**src/rtl/xgmii_link_monitor_if.sv**
```systemverilog
// Bus bundle between the XGMII receive stream and the link monitor.
// The XGMII_LINK_MONITOR_CAPTURE_EN macro adds the last_word capture output.
interface xgmii_link_monitor_if #(
    parameter int NUM_CH = 2,
    parameter int CNT_W  = 32
);
    logic                      clr;
    logic                      snap;
    logic [NUM_CH-1:0]         link_status;
    logic [NUM_CH*64-1:0]      xgmii_rxd;
    logic [NUM_CH*8-1:0]       xgmii_rxc;
    logic [NUM_CH*CNT_W-1:0]   link_up_cnt;
    logic [NUM_CH*CNT_W-1:0]   good_frm_cnt;
    logic [NUM_CH*CNT_W-1:0]   bad_frm_cnt;
    logic [NUM_CH*CNT_W-1:0]   err_cnt;
    logic                      snap_valid;
    logic [NUM_CH-1:0]         in_frame;
`ifdef XGMII_LINK_MONITOR_CAPTURE_EN
    logic [NUM_CH*72-1:0]      last_word;
`endif

    // Stimulus / PCS side
    modport master (
        output clr, snap, link_status, xgmii_rxd, xgmii_rxc,
        input  link_up_cnt, good_frm_cnt, bad_frm_cnt, err_cnt, snap_valid, in_frame
`ifdef XGMII_LINK_MONITOR_CAPTURE_EN
        , input last_word
`endif
    );

    // Monitor side
    modport slave (
        input  clr, snap, link_status, xgmii_rxd, xgmii_rxc,
        output link_up_cnt, good_frm_cnt, bad_frm_cnt, err_cnt, snap_valid, in_frame
`ifdef XGMII_LINK_MONITOR_CAPTURE_EN
        , output last_word
`endif
    );
endinterface

```
**src/rtl/xgmii_link_monitor.sv**
```systemverilog
// Multi-channel receive-side XGMII monitor: link-up, good/bad frame and
// error-word counters with saturating arithmetic, clear and snapshot bank.
// Optional macro XGMII_LINK_MONITOR_CAPTURE_EN adds per-channel last_word capture.
module xgmii_link_monitor #(
    parameter int NUM_CH = 2,
    parameter int CNT_W  = 32
) (
    input  logic                 clk,
    input  logic                 rst,
    xgmii_link_monitor_if.slave  bus
);
    typedef enum logic {S_IDLE, S_IN_FRAME} state_t;

    localparam logic [7:0] C_START = 8'hFB;
    localparam logic [7:0] C_TERM  = 8'hFD;
    localparam logic [7:0] C_ERROR = 8'hFE;

    function automatic logic [CNT_W-1:0] sat_inc(input logic [CNT_W-1:0] v, input logic inc);
        if (inc && (v != {CNT_W{1'b1}}))
            return v + CNT_W'(1);
        return v;
    endfunction

    state_t            r_state [NUM_CH];
    logic [NUM_CH-1:0] r_frame_bad;
    logic [NUM_CH-1:0] r_link_prev;
    logic [CNT_W-1:0]  r_link_up [NUM_CH];
    logic [CNT_W-1:0]  r_good    [NUM_CH];
    logic [CNT_W-1:0]  r_bad     [NUM_CH];
    logic [CNT_W-1:0]  r_err     [NUM_CH];
    logic [CNT_W-1:0]  r_snap_link_up [NUM_CH];
    logic [CNT_W-1:0]  r_snap_good    [NUM_CH];
    logic [CNT_W-1:0]  r_snap_bad     [NUM_CH];
    logic [CNT_W-1:0]  r_snap_err     [NUM_CH];
    logic              r_snap_valid;

    logic [NUM_CH-1:0] w_sof, w_sof4, w_eof, w_eof_lo, w_err;
    logic [NUM_CH-1:0] w_good_inc, w_bad_inc;

    // Per-lane control-character decode of the current word
    always_comb begin
        w_sof    = '0;
        w_sof4   = '0;
        w_eof    = '0;
        w_eof_lo = '0;
        w_err    = '0;
        for (int c = 0; c < NUM_CH; c++) begin
            for (int i = 0; i < 8; i++) begin
                if (bus.xgmii_rxc[c*8+i]) begin
                    if (bus.xgmii_rxd[c*64+i*8 +: 8] == C_TERM) begin
                        w_eof[c] = 1'b1;
                        if (i < 4) w_eof_lo[c] = 1'b1;
                    end
                    if (bus.xgmii_rxd[c*64+i*8 +: 8] == C_ERROR)
                        w_err[c] = 1'b1;
                    if ((bus.xgmii_rxd[c*64+i*8 +: 8] == C_START) && (i == 0 || i == 4)) begin
                        w_sof[c] = 1'b1;
                        if (i == 4) w_sof4[c] = 1'b1;
                    end
                end
            end
        end
    end

    // Frame outcome of this word: close (good/bad), truncation, or link loss
    always_comb begin
        w_good_inc = '0;
        w_bad_inc  = '0;
        for (int c = 0; c < NUM_CH; c++) begin
            if (!bus.link_status[c]) begin
                w_bad_inc[c] = (r_state[c] == S_IN_FRAME);
            end else if (r_state[c] == S_IN_FRAME) begin
                if (w_eof[c]) begin
                    if (r_frame_bad[c] || w_err[c]) w_bad_inc[c]  = 1'b1;
                    else                            w_good_inc[c] = 1'b1;
                end else if (w_sof[c]) begin
                    w_bad_inc[c] = 1'b1;
                end
            end
        end
    end

    // Frame FSM per channel; a closing EOF in lanes 0..3 with SOF in lane 4 reopens at once
    always_ff @(posedge clk) begin
        if (rst) begin
            for (int c = 0; c < NUM_CH; c++) r_state[c] <= S_IDLE;
            r_frame_bad <= '0;
        end else begin
            for (int c = 0; c < NUM_CH; c++) begin
                if (!bus.link_status[c]) begin
                    r_state[c]     <= S_IDLE;
                    r_frame_bad[c] <= 1'b0;
                end else if (r_state[c] == S_IDLE) begin
                    if (w_sof[c]) begin
                        r_state[c]     <= S_IN_FRAME;
                        r_frame_bad[c] <= w_err[c];
                    end
                end else begin
                    if (w_eof[c] && w_eof_lo[c] && w_sof4[c]) begin
                        r_frame_bad[c] <= 1'b0;
                    end else if (w_eof[c]) begin
                        r_state[c]     <= S_IDLE;
                        r_frame_bad[c] <= 1'b0;
                    end else if (w_sof[c]) begin
                        r_frame_bad[c] <= w_err[c];
                    end else if (w_err[c]) begin
                        r_frame_bad[c] <= 1'b1;
                    end
                end
            end
        end
    end

    // Previous link status for rising-edge detection
    always_ff @(posedge clk) begin
        if (rst) r_link_prev <= '0;
        else     r_link_prev <= bus.link_status;
    end

    // Live saturating counters; clr wins over any same-cycle increment
    always_ff @(posedge clk) begin
        for (int c = 0; c < NUM_CH; c++) begin
            if (rst || bus.clr) begin
                r_link_up[c] <= '0;
                r_good[c]    <= '0;
                r_bad[c]     <= '0;
                r_err[c]     <= '0;
            end else begin
                r_link_up[c] <= sat_inc(r_link_up[c], bus.link_status[c] & ~r_link_prev[c]);
                r_good[c]    <= sat_inc(r_good[c], w_good_inc[c]);
                r_bad[c]     <= sat_inc(r_bad[c], w_bad_inc[c]);
                r_err[c]     <= sat_inc(r_err[c], w_err[c]);
            end
        end
    end

    // Snapshot bank captures pre-edge live values on snap
    always_ff @(posedge clk) begin
        if (rst) begin
            r_snap_valid <= 1'b0;
            for (int c = 0; c < NUM_CH; c++) begin
                r_snap_link_up[c] <= '0;
                r_snap_good[c]    <= '0;
                r_snap_bad[c]     <= '0;
                r_snap_err[c]     <= '0;
            end
        end else begin
            r_snap_valid <= bus.snap;
            if (bus.snap) begin
                for (int c = 0; c < NUM_CH; c++) begin
                    r_snap_link_up[c] <= r_link_up[c];
                    r_snap_good[c]    <= r_good[c];
                    r_snap_bad[c]     <= r_bad[c];
                    r_snap_err[c]     <= r_err[c];
                end
            end
        end
    end

    assign bus.snap_valid = r_snap_valid;

    for (genvar g = 0; g < NUM_CH; g++) begin : g_out
        assign bus.link_up_cnt[g*CNT_W +: CNT_W]  = r_snap_link_up[g];
        assign bus.good_frm_cnt[g*CNT_W +: CNT_W] = r_snap_good[g];
        assign bus.bad_frm_cnt[g*CNT_W +: CNT_W]  = r_snap_bad[g];
        assign bus.err_cnt[g*CNT_W +: CNT_W]      = r_snap_err[g];
        assign bus.in_frame[g]                    = (r_state[g] == S_IN_FRAME);
    end

`ifdef XGMII_LINK_MONITOR_CAPTURE_EN
    logic [71:0] r_last [NUM_CH];

    // Hold the most recent word that is not a full idle word
    always_ff @(posedge clk) begin
        for (int c = 0; c < NUM_CH; c++) begin
            if (rst)
                r_last[c] <= '0;
            else if (!((bus.xgmii_rxc[c*8 +: 8] == 8'hFF) &&
                       (bus.xgmii_rxd[c*64 +: 64] == 64'h0707070707070707)))
                r_last[c] <= {bus.xgmii_rxc[c*8 +: 8], bus.xgmii_rxd[c*64 +: 64]};
        end
    end

    for (genvar g = 0; g < NUM_CH; g++) begin : g_cap
        assign bus.last_word[g*72 +: 72] = r_last[g];
    end
`endif
endmodule

```
**src/flat_wrapper.sv**
```systemverilog
// flat-port wrapper written by rule: the top's interface ports become plain ports
module xgmii_link_monitor_flat 
#(
    parameter int NUM_CH = 2,
    parameter int CNT_W  = 32
)
  (clk, rst, bus_clr, bus_snap, bus_link_status, bus_xgmii_rxd, bus_xgmii_rxc, bus_link_up_cnt, bus_good_frm_cnt, bus_bad_frm_cnt, bus_err_cnt, bus_snap_valid, bus_in_frame);
  xgmii_link_monitor_if #(.NUM_CH(NUM_CH), .CNT_W(CNT_W)) bus_i ();
  input  logic clk;
  input  logic rst;
  input wire logic [$bits(bus_i.clr)-1:0] bus_clr;
  input wire logic [$bits(bus_i.snap)-1:0] bus_snap;
  input wire logic [$bits(bus_i.link_status)-1:0] bus_link_status;
  input wire logic [$bits(bus_i.xgmii_rxd)-1:0] bus_xgmii_rxd;
  input wire logic [$bits(bus_i.xgmii_rxc)-1:0] bus_xgmii_rxc;
  output wire logic [$bits(bus_i.link_up_cnt)-1:0] bus_link_up_cnt;
  output wire logic [$bits(bus_i.good_frm_cnt)-1:0] bus_good_frm_cnt;
  output wire logic [$bits(bus_i.bad_frm_cnt)-1:0] bus_bad_frm_cnt;
  output wire logic [$bits(bus_i.err_cnt)-1:0] bus_err_cnt;
  output wire logic [$bits(bus_i.snap_valid)-1:0] bus_snap_valid;
  output wire logic [$bits(bus_i.in_frame)-1:0] bus_in_frame;
  assign bus_i.clr = bus_clr;
  assign bus_i.snap = bus_snap;
  assign bus_i.link_status = bus_link_status;
  assign bus_i.xgmii_rxd = bus_xgmii_rxd;
  assign bus_i.xgmii_rxc = bus_xgmii_rxc;
  assign bus_link_up_cnt = bus_i.link_up_cnt;
  assign bus_good_frm_cnt = bus_i.good_frm_cnt;
  assign bus_bad_frm_cnt = bus_i.bad_frm_cnt;
  assign bus_err_cnt = bus_i.err_cnt;
  assign bus_snap_valid = bus_i.snap_valid;
  assign bus_in_frame = bus_i.in_frame;
  xgmii_link_monitor #(.NUM_CH(NUM_CH), .CNT_W(CNT_W)) u_core (.clk(clk), .rst(rst), .bus(bus_i));
endmodule
```
**config.mk**
```make
export PLATFORM = sky130hd
export DESIGN_NAME = xgmii_link_monitor_flat
export DESIGN_NICKNAME = d
export VERILOG_FILES = /design/src/rtl/xgmii_link_monitor_if.sv /design/src/rtl/xgmii_link_monitor.sv /design/src/flat_wrapper.sv
export SDC_FILE = /design/constraint.sdc
export NUM_CORES = 1
export LEC_CHECK = 0
export CAP_MARGIN = 0
export CORE_ASPECT_RATIO = 1.2
export CORE_UTILIZATION = 35
export CTS_CLUSTER_DIAMETER = 100
export DETAILED_ROUTE_END_ITERATION = 7
export SYNTH_ARGS = -nofsm -noshare
export SYNTH_HDL_FRONTEND = slang
export SYNTH_SLANG_ARGS = --single-unit
```
**constraint.sdc**
```tcl
create_clock -name clk -period 10 [get_ports clk]
set_clock_uncertainty 0.05 [all_clocks]
set_input_delay 1.5 -clock clk [delete_from_list [all_inputs] [get_ports clk]]
set_output_delay 1.5 -clock clk [all_outputs]
set_load 0.02 [all_outputs]
```
==> impl_metrics.yaml <==
status:
  outcome: "completed"
clock_network:
  path_clk_slew_ps: 60
  cts.htree.levels: 2
  cts_buffers: 54
  clock_latency_ps: 610
  postCtsResizedCells: 0
  cts_root_buffer: "clkbuf_16"
  cts-hold-fix-buffers: 0
  cts_tree: "built"
  cts_sinks: 519
  cts.path.max_buffers: 3
  postCtsSetupRepairBufs: 0
sta:
  min_period_ps: 4360
  maxSlewViolCount: 0
  setup_viol: 0
  hold_slack_ps: 413
  worst_slew_pin_slew_ps: 1140
  hold_viol: 0
  rsz0062_at_grt: "false"
  relSlewSlack_pct: 23.2
  tns_ps: 0
  timing.final.crit_share_pct: 43.6
  max_freq_ghz: 0.229
logic_synthesis:
  ys_ff_latch: 519
  yosysMostFrequentCell: "and2_1"
  yosysSeqAreaShare_pct: 58.1
  synth_area_leader_cell: "edfxtp_1"
  synth_flop_cell: "dfxtp_1"
  synth_cells: 2106
  synth.area.top_cells: "edfxtp_1 (35%), dfxtp_1 (23%), and2_1 (7.7%), nor2_1 (4.0%), xor2_1 (3.7%)"
  async_flop_share_pct: 0
  syn_nets: 2264
  yosys-top-cells-count: "and2_1 (274), dfxtp_1 (261), edfxtp_1 (258)"
  synth_area_sq_um: 22300
  yosysTopAreaCellShare_pct: 34.7
  synth.yosys.warnings: 0
  syn_area_per_cell_sq_um: 10.6
  synth_cell_type_count: 65
  synth-edff-count: 258
worst_setup_path:
  path_common_cell: "buf_4"
  rr_worst_depth: 8
  worstSetupStartpoint: "rst"
  reg2reg_setup_slack_ps: 6380
  r2r_start: "u_core.r_bad[1][3]"
  critical_path_class: "in2reg"
  cp-endpoint: "u_core.r_snap_good[0][37]"
  path_buf_inv: 4
  crit_slowest_cell: "buf_4"
  cp_cell_sequence: "clkdlybuf4s50_1 > buf_4 > or2_4 > buf_4 > buf_4"
  cp.depth: 5
  path_delay_family: "buffers and inverters"
  r2r-end: "u_core.r_bad[1][24]"
  startpoint_type: "input port"
  crit_required_ps: 10170
  crit_path_max_fanout: 65
  critPathMaxStageDelay_ps: 770
  crit_path_end_kind: "register"
  arrival_ps: 4530
route:
  drt_iter0_drc: 1068
  avgViaCountPerCell: 5.01
  wl_um: 58000
  postRouteAntennaNets: 0
  dr.pass1.iters: 5
  dr_total_vias: 16800
  wl_per_cell_um: 17.3
  drcViolationCount: 0
finish:
  multi_input_area_sq_um: 8830
  nFillCells: 5873
  seq_area_sq_um: 13000
  nets: 2647
  insertedDiodeCount: 0
  drive_gt1_share_pct: 5.21
  final_area_sq_um: 29000
  syn2layout_area_growth_pct: 29.7
global_routing:
  grt_util_met3_pct: 4.05
  grt.busiest_layer: "met2"
  grt_pass1_vias: 16300
  grtUsageMet2_pct: 29.4
  gr-usage-all-layers_pct: 17.6
  antenna_found_initial: 2
  grt_pass1_wl_um: 91200
  grt_max_degree: 103
  grt-ovfl-total: 0
  met1_usage_pct: 22.6
floorplanning:
  dieArea_sq_um: 64800
  core_sq_um: 63200
  die_height_um: 279
  ios: 409
  die_w_um: 233
  rows: 101
  start_util_pct: 35.3
run:
  maxCapViolCount: 0
min_path:
  hp-class: "reg2reg"
placement:
  io_buffers: 408
  place_area_sq_um: 27200
  globalplace.congestion: 0.864
  dp_hpwl_um: 40300
power:
  leakage_uw: 0.00991
  fin_total_pwr_uw: 4660
  power_density_nw_per_um2: 161
  vdd_drop_max_uv: 119
worst min-delay path by stage:
stage	startpoint	slack, ps	depth (start not counted)	to
global route	u_core.r_frame_bad[0]	450	2	u_core.r_frame_bad[0]
finish	u_core.r_frame_bad[0]	410	2	u_core.r_frame_bad[0]
CTS	u_core.r_frame_bad[0]	410	2	u_core.r_frame_bad[0]
global placement	u_core.r_frame_bad[0]	380	2	u_core.r_frame_bad[0]
floorplan	u_core.r_frame_bad[0]	370	2	u_core.r_frame_bad[0]
detailed placement	u_core.r_frame_bad[0]	400	2	u_core.r_frame_bad[0]
through the flow:
| stage | worst slack (ps) | instances | util, % |
|---|---|---|---|
| finish | 5640 | 3358 | 45.8 |
| detailed placement | 4950 | 3257 | 43.0 |
| global placement | 5050 | 3257 | 43.0 |
| global route | 5380 | 3358 | 45.8 |
| CTS | 5580 | 3358 | 45.8 |
| floorplan | 4600 | 2106 | - |
state kept, by name, summed over array words and instances (netlist names):
| name | flops |
|---|---|
| u_core.r_bad | 64 |
| u_core.r_err | 64 |
| u_core.r_good | 64 |
| u_core.r_link_up | 64 |
| u_core.r_snap_bad | 64 |
| u_core.r_snap_err | 64 |
| u_core.r_snap_good | 64 |
| u_core.r_snap_link_up | 64 |
| u_core.r_frame_bad | 2 |
| u_core.r_link_prev | 2 |
| u_core.r_state | 2 |
| u_core.bus.snap_valid | 1 |
cell families after synthesis:
family                     Yosys count  share of synthesized area, %
AOI/OAI and AO/OA                  163                          4.82
xor gates and xnor gates           180                          7.06
adders and majority gates            8                         0.448
buffers and inverters              133                          2.40
DFF                                519                          58.1
muxes                               14                         0.628
and+or+nand+nor                   1089                          26.5
layer usage:
layer	vias to the layer above	routed length [um]
met3	73	3480
li1	8237	-
met2	380	28200
met4	4	1210
met5	-	27
met1	8130	25000
placed cells by master, fill, tap and decap left out, types with 6 or more instances in the layout:
cell type,instances
clkbuf_1,9
dfxtp_1,261
a21oi_1,59
clkinv_2,14
clkinv_1,9
and4_1,21
nor3_1,29
buf_4,14
nor2_1,239
a211oi_1,8
xor2_1,95
and2_1,274
nand2_1,121
clkbuf_16,55
nand3b_1,8
mux2i_1,14
xnor2_1,85
o31ai_1,12
bufinv_16,6
clkdlybuf4s50_1,408
or3_1,43
o41ai_1,6
nand4_1,101
nor4_1,37
ha_1,8
or4_1,12
edfxtp_1,258
o21ai_0,31
nor4b_1,12
a31o_2,7
nand3_1,109
inv_1,38
and3_1,49
cell type report:
class | count | share of cell area [%]
Tap cell | 824 | 3.56
Multi-Input combinational cell | 1454 | 30.5
Timing Repair Buffer | 422 | 14.5
Clock inverter | 35 | 1.21
Sequential cell | 519 | 44.8
Inverter | 38 | 0.493
Clock buffer | 66 | 4.96
where the power goes:
group / internal (uW) / switching (uW) / leakage (uW)
logic: 145 / 175 / 0.00409
registers: 2280 / 19.4 / 0.00493
clock network: 1180 / 861 / 0.000887
total: 3600 / 1050 / 0.00991
worst register-to-register path, stage by stage, from the launching register on:
cell and delay, ps:
dfxtp_1 430, nand3_1 160, nor2_1 310, nand3_2 280, or4_4 630, o21ai_1 750
a21o_2 560, o21ai_0 200, a21oi_1 150
Power figures use the tool's default switching activity.
